[src/rtl/ones_frame_accumulator.sv]
// Accumulates per-word ones counts over a frame and holds the frame summary
// (total, max, word count, saturation and error flags) until it is consumed.
module ones_frame_accumulator #(
  parameter int N  = 16,
  parameter int TW = 32
) (
  input  logic          clk,
  input  logic          rst,
  input  logic          in_valid,
  output logic          in_ready,
  input  logic [N-1:0]  in_count,
  input  logic          in_last,
  output logic          out_valid,
  input  logic          out_ready,
  output logic [TW-1:0] out_total,
  output logic [N-1:0]  out_max,
  output logic [15:0]   out_words,
  output logic          out_sat,
  output logic          out_err
);

  localparam int SW = ((TW > N) ? TW : N) + 1;
  localparam logic [N-1:0] N_VAL = N'(N);

  typedef enum logic {ACCUM, HOLD} state_e;

  state_e        state_q, state_d;
  logic [TW-1:0] total_q, total_d;
  logic [N-1:0]  max_q, max_d;
  logic [15:0]   words_q, words_d;
  logic          sat_q, sat_d;
  logic          err_q, err_d;
  logic          out_valid_q, out_valid_d;
  logic [TW-1:0] out_total_q, out_total_d;
  logic [N-1:0]  out_max_q, out_max_d;
  logic [15:0]   out_words_q, out_words_d;
  logic          out_sat_q, out_sat_d;
  logic          out_err_q, out_err_d;

  logic          accept;
  logic [N-1:0]  cnt_c;
  logic [SW-1:0] sum_c;
  logic [TW-1:0] tot_nxt;
  logic [N-1:0]  max_nxt;
  logic [15:0]   words_nxt;
  logic          sat_nxt;
  logic          err_nxt;

  assign in_ready = (state_q == ACCUM) && !rst;
  assign accept   = in_valid && in_ready;

  // Running values as they would be after accepting the current word.
  always_comb begin
    cnt_c   = (in_count > N_VAL) ? N_VAL : in_count;
    err_nxt = err_q | (in_count > N_VAL);
    sat_nxt = sat_q;
    sum_c   = SW'(total_q) + SW'(cnt_c);
    if (sum_c > SW'({TW{1'b1}})) begin
      tot_nxt = '1;
      sat_nxt = 1'b1;
    end else begin
      tot_nxt = sum_c[TW-1:0];
    end
    if (words_q == '1) begin
      words_nxt = '1;
      sat_nxt   = 1'b1;
    end else begin
      words_nxt = words_q + 16'd1;
    end
    max_nxt = (cnt_c > max_q) ? cnt_c : max_q;
  end

  always_comb begin
    state_d     = state_q;
    total_d     = total_q;
    max_d       = max_q;
    words_d     = words_q;
    sat_d       = sat_q;
    err_d       = err_q;
    out_valid_d = out_valid_q;
    out_total_d = out_total_q;
    out_max_d   = out_max_q;
    out_words_d = out_words_q;
    out_sat_d   = out_sat_q;
    out_err_d   = out_err_q;
    case (state_q)
      ACCUM: begin
        if (accept) begin
          if (in_last) begin
            out_total_d = tot_nxt;
            out_max_d   = max_nxt;
            out_words_d = words_nxt;
            out_sat_d   = sat_nxt;
            out_err_d   = err_nxt;
            out_valid_d = 1'b1;
            total_d     = '0;
            max_d       = '0;
            words_d     = '0;
            sat_d       = 1'b0;
            err_d       = 1'b0;
            state_d     = HOLD;
          end else begin
            total_d = tot_nxt;
            max_d   = max_nxt;
            words_d = words_nxt;
            sat_d   = sat_nxt;
            err_d   = err_nxt;
          end
        end
      end
      HOLD: begin
        if (out_ready) begin
          out_valid_d = 1'b0;
          state_d     = ACCUM;
        end
      end
      default: state_d = ACCUM;
    endcase
  end

  always_ff @(posedge clk) begin
    if (rst) begin
      state_q     <= ACCUM;
      total_q     <= '0;
      max_q       <= '0;
      words_q     <= '0;
      sat_q       <= 1'b0;
      err_q       <= 1'b0;
      out_valid_q <= 1'b0;
      out_total_q <= '0;
      out_max_q   <= '0;
      out_words_q <= '0;
      out_sat_q   <= 1'b0;
      out_err_q   <= 1'b0;
    end else begin
      state_q     <= state_d;
      total_q     <= total_d;
      max_q       <= max_d;
      words_q     <= words_d;
      sat_q       <= sat_d;
      err_q       <= err_d;
      out_valid_q <= out_valid_d;
      out_total_q <= out_total_d;
      out_max_q   <= out_max_d;
      out_words_q <= out_words_d;
      out_sat_q   <= out_sat_d;
      out_err_q   <= out_err_d;
    end
  end

  assign out_valid = out_valid_q;
  assign out_total = out_total_q;
  assign out_max   = out_max_q;
  assign out_words = out_words_q;
  assign out_sat   = out_sat_q;
  assign out_err   = out_err_q;

endmodule

[config.mk]
export PLATFORM = sky130hd
export DESIGN_NAME = ones_frame_accumulator
export DESIGN_NICKNAME = d
export VERILOG_FILES = /design/src/rtl/ones_frame_accumulator.sv
export SDC_FILE = /design/constraint.sdc
export NUM_CORES = 1
export LEC_CHECK = 0
export CAP_MARGIN = 40
export CORE_MARGIN = 2
export CORE_UTILIZATION = 35
export CTS_CLUSTER_DIAMETER = 200
export DETAILED_ROUTE_END_ITERATION = 8
export PLACE_DENSITY_LB_ADDON = 0.3
export SLEW_MARGIN = 20
export SYNTH_ARGS = -nofsm -noshare
export SYNTH_HDL_FRONTEND = slang
export SYNTH_SLANG_ARGS = --single-unit
export TNS_END_PERCENT = 50
[constraint.sdc]
create_clock -name clk -period 5.98 [get_ports clk]
set_clock_uncertainty 0.1 [all_clocks]
set_input_delay 1.495 -clock clk [delete_from_list [all_inputs] [get_ports clk]]
set_output_delay 1.495 -clock clk [all_outputs]
set_load 0.01 [all_outputs]
==> impl_metrics.yaml <==
worst_hold_path:
  hold_depth: 2
  hold_path.class: "register to register"
placed_design:
  portBuffers: 88
  place_hpwl_um: 14200
  dpl.cell_count: 1188
  place.gp.congestion: 0.922
timing:
  max_freq_mhz: 190
  worst_pin_slew_ns: 0.787
  fin_crit_sh: 0.881
  drv_slew: 0
  hold_viol: 0
  period_needed_ns: 5.27
  timing.slew.headroom: 0.474
  rsz0062_at_grt: "false"
  setup_tns_ns: 0
  setup_viol: 0
worst_setup_path:
  endpoint: "total_q[20]$_SDFFE_PP0P_"
  arrival_ns: 5.49
  worst_setup_path_end_kind: "register"
  cp_slowest_stage_delay_ns: 0.52
  r2r-start: "total_q[0]$_SDFFE_PP0P_"
  reg2reg_to: "total_q[20]$_SDFFE_PP0P_"
  crit_fanout: 11
  worstPathRequired_ns: 6.20
  crit_start: "in_count[8]"
  cpMaxStageDelayCell: "a21oi_2"
  rr_worst_depth: 10
  r2r_slack_ns: 2.84
  crit_path_cell_trace: "clkdlybuf4s50_1 > nor4_4 > nand3_1 > a21oi_1 > nand2_1 > inv_1 > ha_1 > inv_1 > fa_1 > nor3b_1 > nand4_1 > a21oi_2 > o211ai_2 > a21oi_2 > nor2_1 > a311oi_1"
  crit_type: "input pin to register"
  crit_path_start_kind: "input pin"
logic_synthesis:
  yosysTopAreaCellShare: 0.377
  synth-main-ff-cell: "dfxtp_1"
  synth.avg_cell_area_um2: 8.34
  synthTopCellsByArea: "dfxtp_1 (38%), a21oi_1 (5.6%), ha_1 (5.1%)"
  synthCells: 853
  ys_warn_count: 0
  synth-async-reset-ratio: 0
  synth_edf_count: 0
  syn_area_um2: 7110
  ys_ff_latch: 134
  yosysSeqAreaShare: 0.377
  synth_cell_types: 79
  yosys.area.top_type: "dfxtp_1"
flow_run:
  cap_violations: 0
finish:
  multiInputGateArea_um2: 4140
  regArea_um2: 2680
  n_antenna_cell: 0
  fillCellCount: 1964
  areaGrowthSynthToFinish_pct: 25.9
  nets: 989
  layout_commonest_cell: "dfxtp_1"
  finalNonFillerCells: 1220
  layout_common_cells: "dfxtp_1 (134), clkdlybuf4s50_1 (88), a21oi_1 (80)"
  drive_above_1_share: 0.0926
detailed_routing:
  ant_nets: 0
  dr.first_iter.drc_count: 608
  drcViolationCount: 0
  first_pass_iters: 5
  vias: 6646
  viasPerCell: 5.45
  drt_wl_total_um: 20300
  wl_per_cell_um: 16.6
clock_tree:
  clock_sinks: 134
  clk_pin_slew_ns: 0.06
  clk-insertion-delay-late_ns: 0.43
  cts_resized: 0
  htreeDepth: 4
  root_buffer: "clkbuf_16"
  post_cts_buffers: 0
  cts_buffer_depth: 2
  cts_tree: "built"
  cts_buffers: 17
  postCtsHoldBufs: 0
die:
  design.portCount: 89
  die_h_um: 147
  start_util: 0.354
  core_area_um2: 20100
  dieArea_um2: 21500
  fp-row-count: 52
  die_w_um: 147
power:
  vdd_ir_drop_max_mv: 0.209
  leakage_uw: 0.00333
  power_density_nw_per_um2: 260
global_route:
  grt_pass1_vias: 6479
  grt_usage: 0.191
  antenna_found_initial: 0
  grt_pass1_wl_um: 33200
  grt_max_degree: 63
  grt_overflow: 0
run_status:
  status: "finished, final reports clean"
stage by stage:
step / worst slack, ns / power [uW] / util / hold WS, ns / area, um^2
finish: 0.713 / 2330 / 0.445 / 0.346 / 8950
global route: 0.431 / 2420 / 0.445 / 0.361 / 8950
detailed placement: 0.315 / 1180 / 0.412 / 0.339 / 8290
CTS: 0.760 / 2350 / 0.445 / 0.348 / 8940
global placement: 0.443 / 1170 / 0.412 / 0.332 / 8270
floorplan: 1.29 / 1090 / - / 0.323 / 7180
Yosys cell counts, types with 3 or more instances:
cell type  count
ha_1          29
a21oi_2        3
a21oi_1       80
buf_2         13
dfxtp_1      134
and3_1        19
nand3_1       51
a22oi_1        5
nand4_1        7
nor2b_1        4
a31o_2         7
o22ai_1        6
nor2_1        47
nor3_1        26
a22o_1        14
o31ai_1        3
a311oi_1       7
xor2_1         6
o21a_1         8
and2_1        10
clkbuf_1      41
a21o_1        17
a31oi_1       26
o311ai_1       3
nor3b_1        3
a41oi_1        4
or3_1          6
nand2_1       72
o211ai_1       3
xnor2_1       21
inv_1         33
nand2b_1       3
o21ai_0       55
o21bai_1       6
nor4_4         3
a211oi_1      11
mux2i_1        8
and4_1         5
layout make-up:
cell class / count / share of cell area
inverter: 33 / 0.0138
tap: 270 / 0.0377
multi-input combinational: 647 / 0.462
clock inverter: 11 / 0.0221
timing repair buffer: 105 / 0.114
sequential: 134 / 0.300
clock buffer: 20 / 0.0510
sequential cells by signal, indices dropped and copies added, names as in the netlist:
register,cells
state_q,1
sat_q,1
out_max,16
words_q,16
max_q,16
out_valid,1
out_total,32
out_err,1
total_q,32
out_words,16
out_sat,1
err_q,1
metal layers:
metal	vias to the layer above	routed length [um]	GRT usage
met1	3155	9550	0.248
li1	3280	-	-
met2	185	9410	0.315
met3	26	943	0.0428
met4	0	350	0.0636
met5	-	0	0
worst max-delay path, delay by kind of cell:
kind	cells	cell delay, ns
fa+ha+maj	2	0.57
buf+inv	3	0.59
simple gates	6	1.34
compound gates	5	1.50
worst min path at each step:
stage	startpoint	slack [ns]	to
3_5_place_dp	state_q$_SDFF_PP0_	0.34	state_q$_SDFF_PP0_
3_3_place_gp	state_q$_SDFF_PP0_	0.33	state_q$_SDFF_PP0_
6_report	state_q$_SDFF_PP0_	0.35	state_q$_SDFF_PP0_
5_1_grt	state_q$_SDFF_PP0_	0.36	state_q$_SDFF_PP0_
4_1_cts	state_q$_SDFF_PP0_	0.35	state_q$_SDFF_PP0_
2_1_floorplan	state_q$_SDFF_PP0_	0.32	state_q$_SDFF_PP0_
power breakdown:
group | switching, uW | total (uW) | internal [uW]
sequential | 13.3 | 929 | 915
clock | 407 | 1170 | 762
combinational | 136 | 233 | 97.4
total | 555 | 2330 | 1770
logic make-up after synthesis:
| kind of cell | synth area share |
|---|---|
| other | 0.000527 |
| multiplexers | 0.0128 |
| flip-flops | 0.377 |
| AO/OA/AOI/OAI | 0.260 |
| adder cells (fa/ha/maj) | 0.0554 |
| buffers and inverters | 0.0526 |
| AND/OR/NAND/NOR | 0.208 |
| XOR/XNOR | 0.0333 |
(Power assumes the default switching activity.)
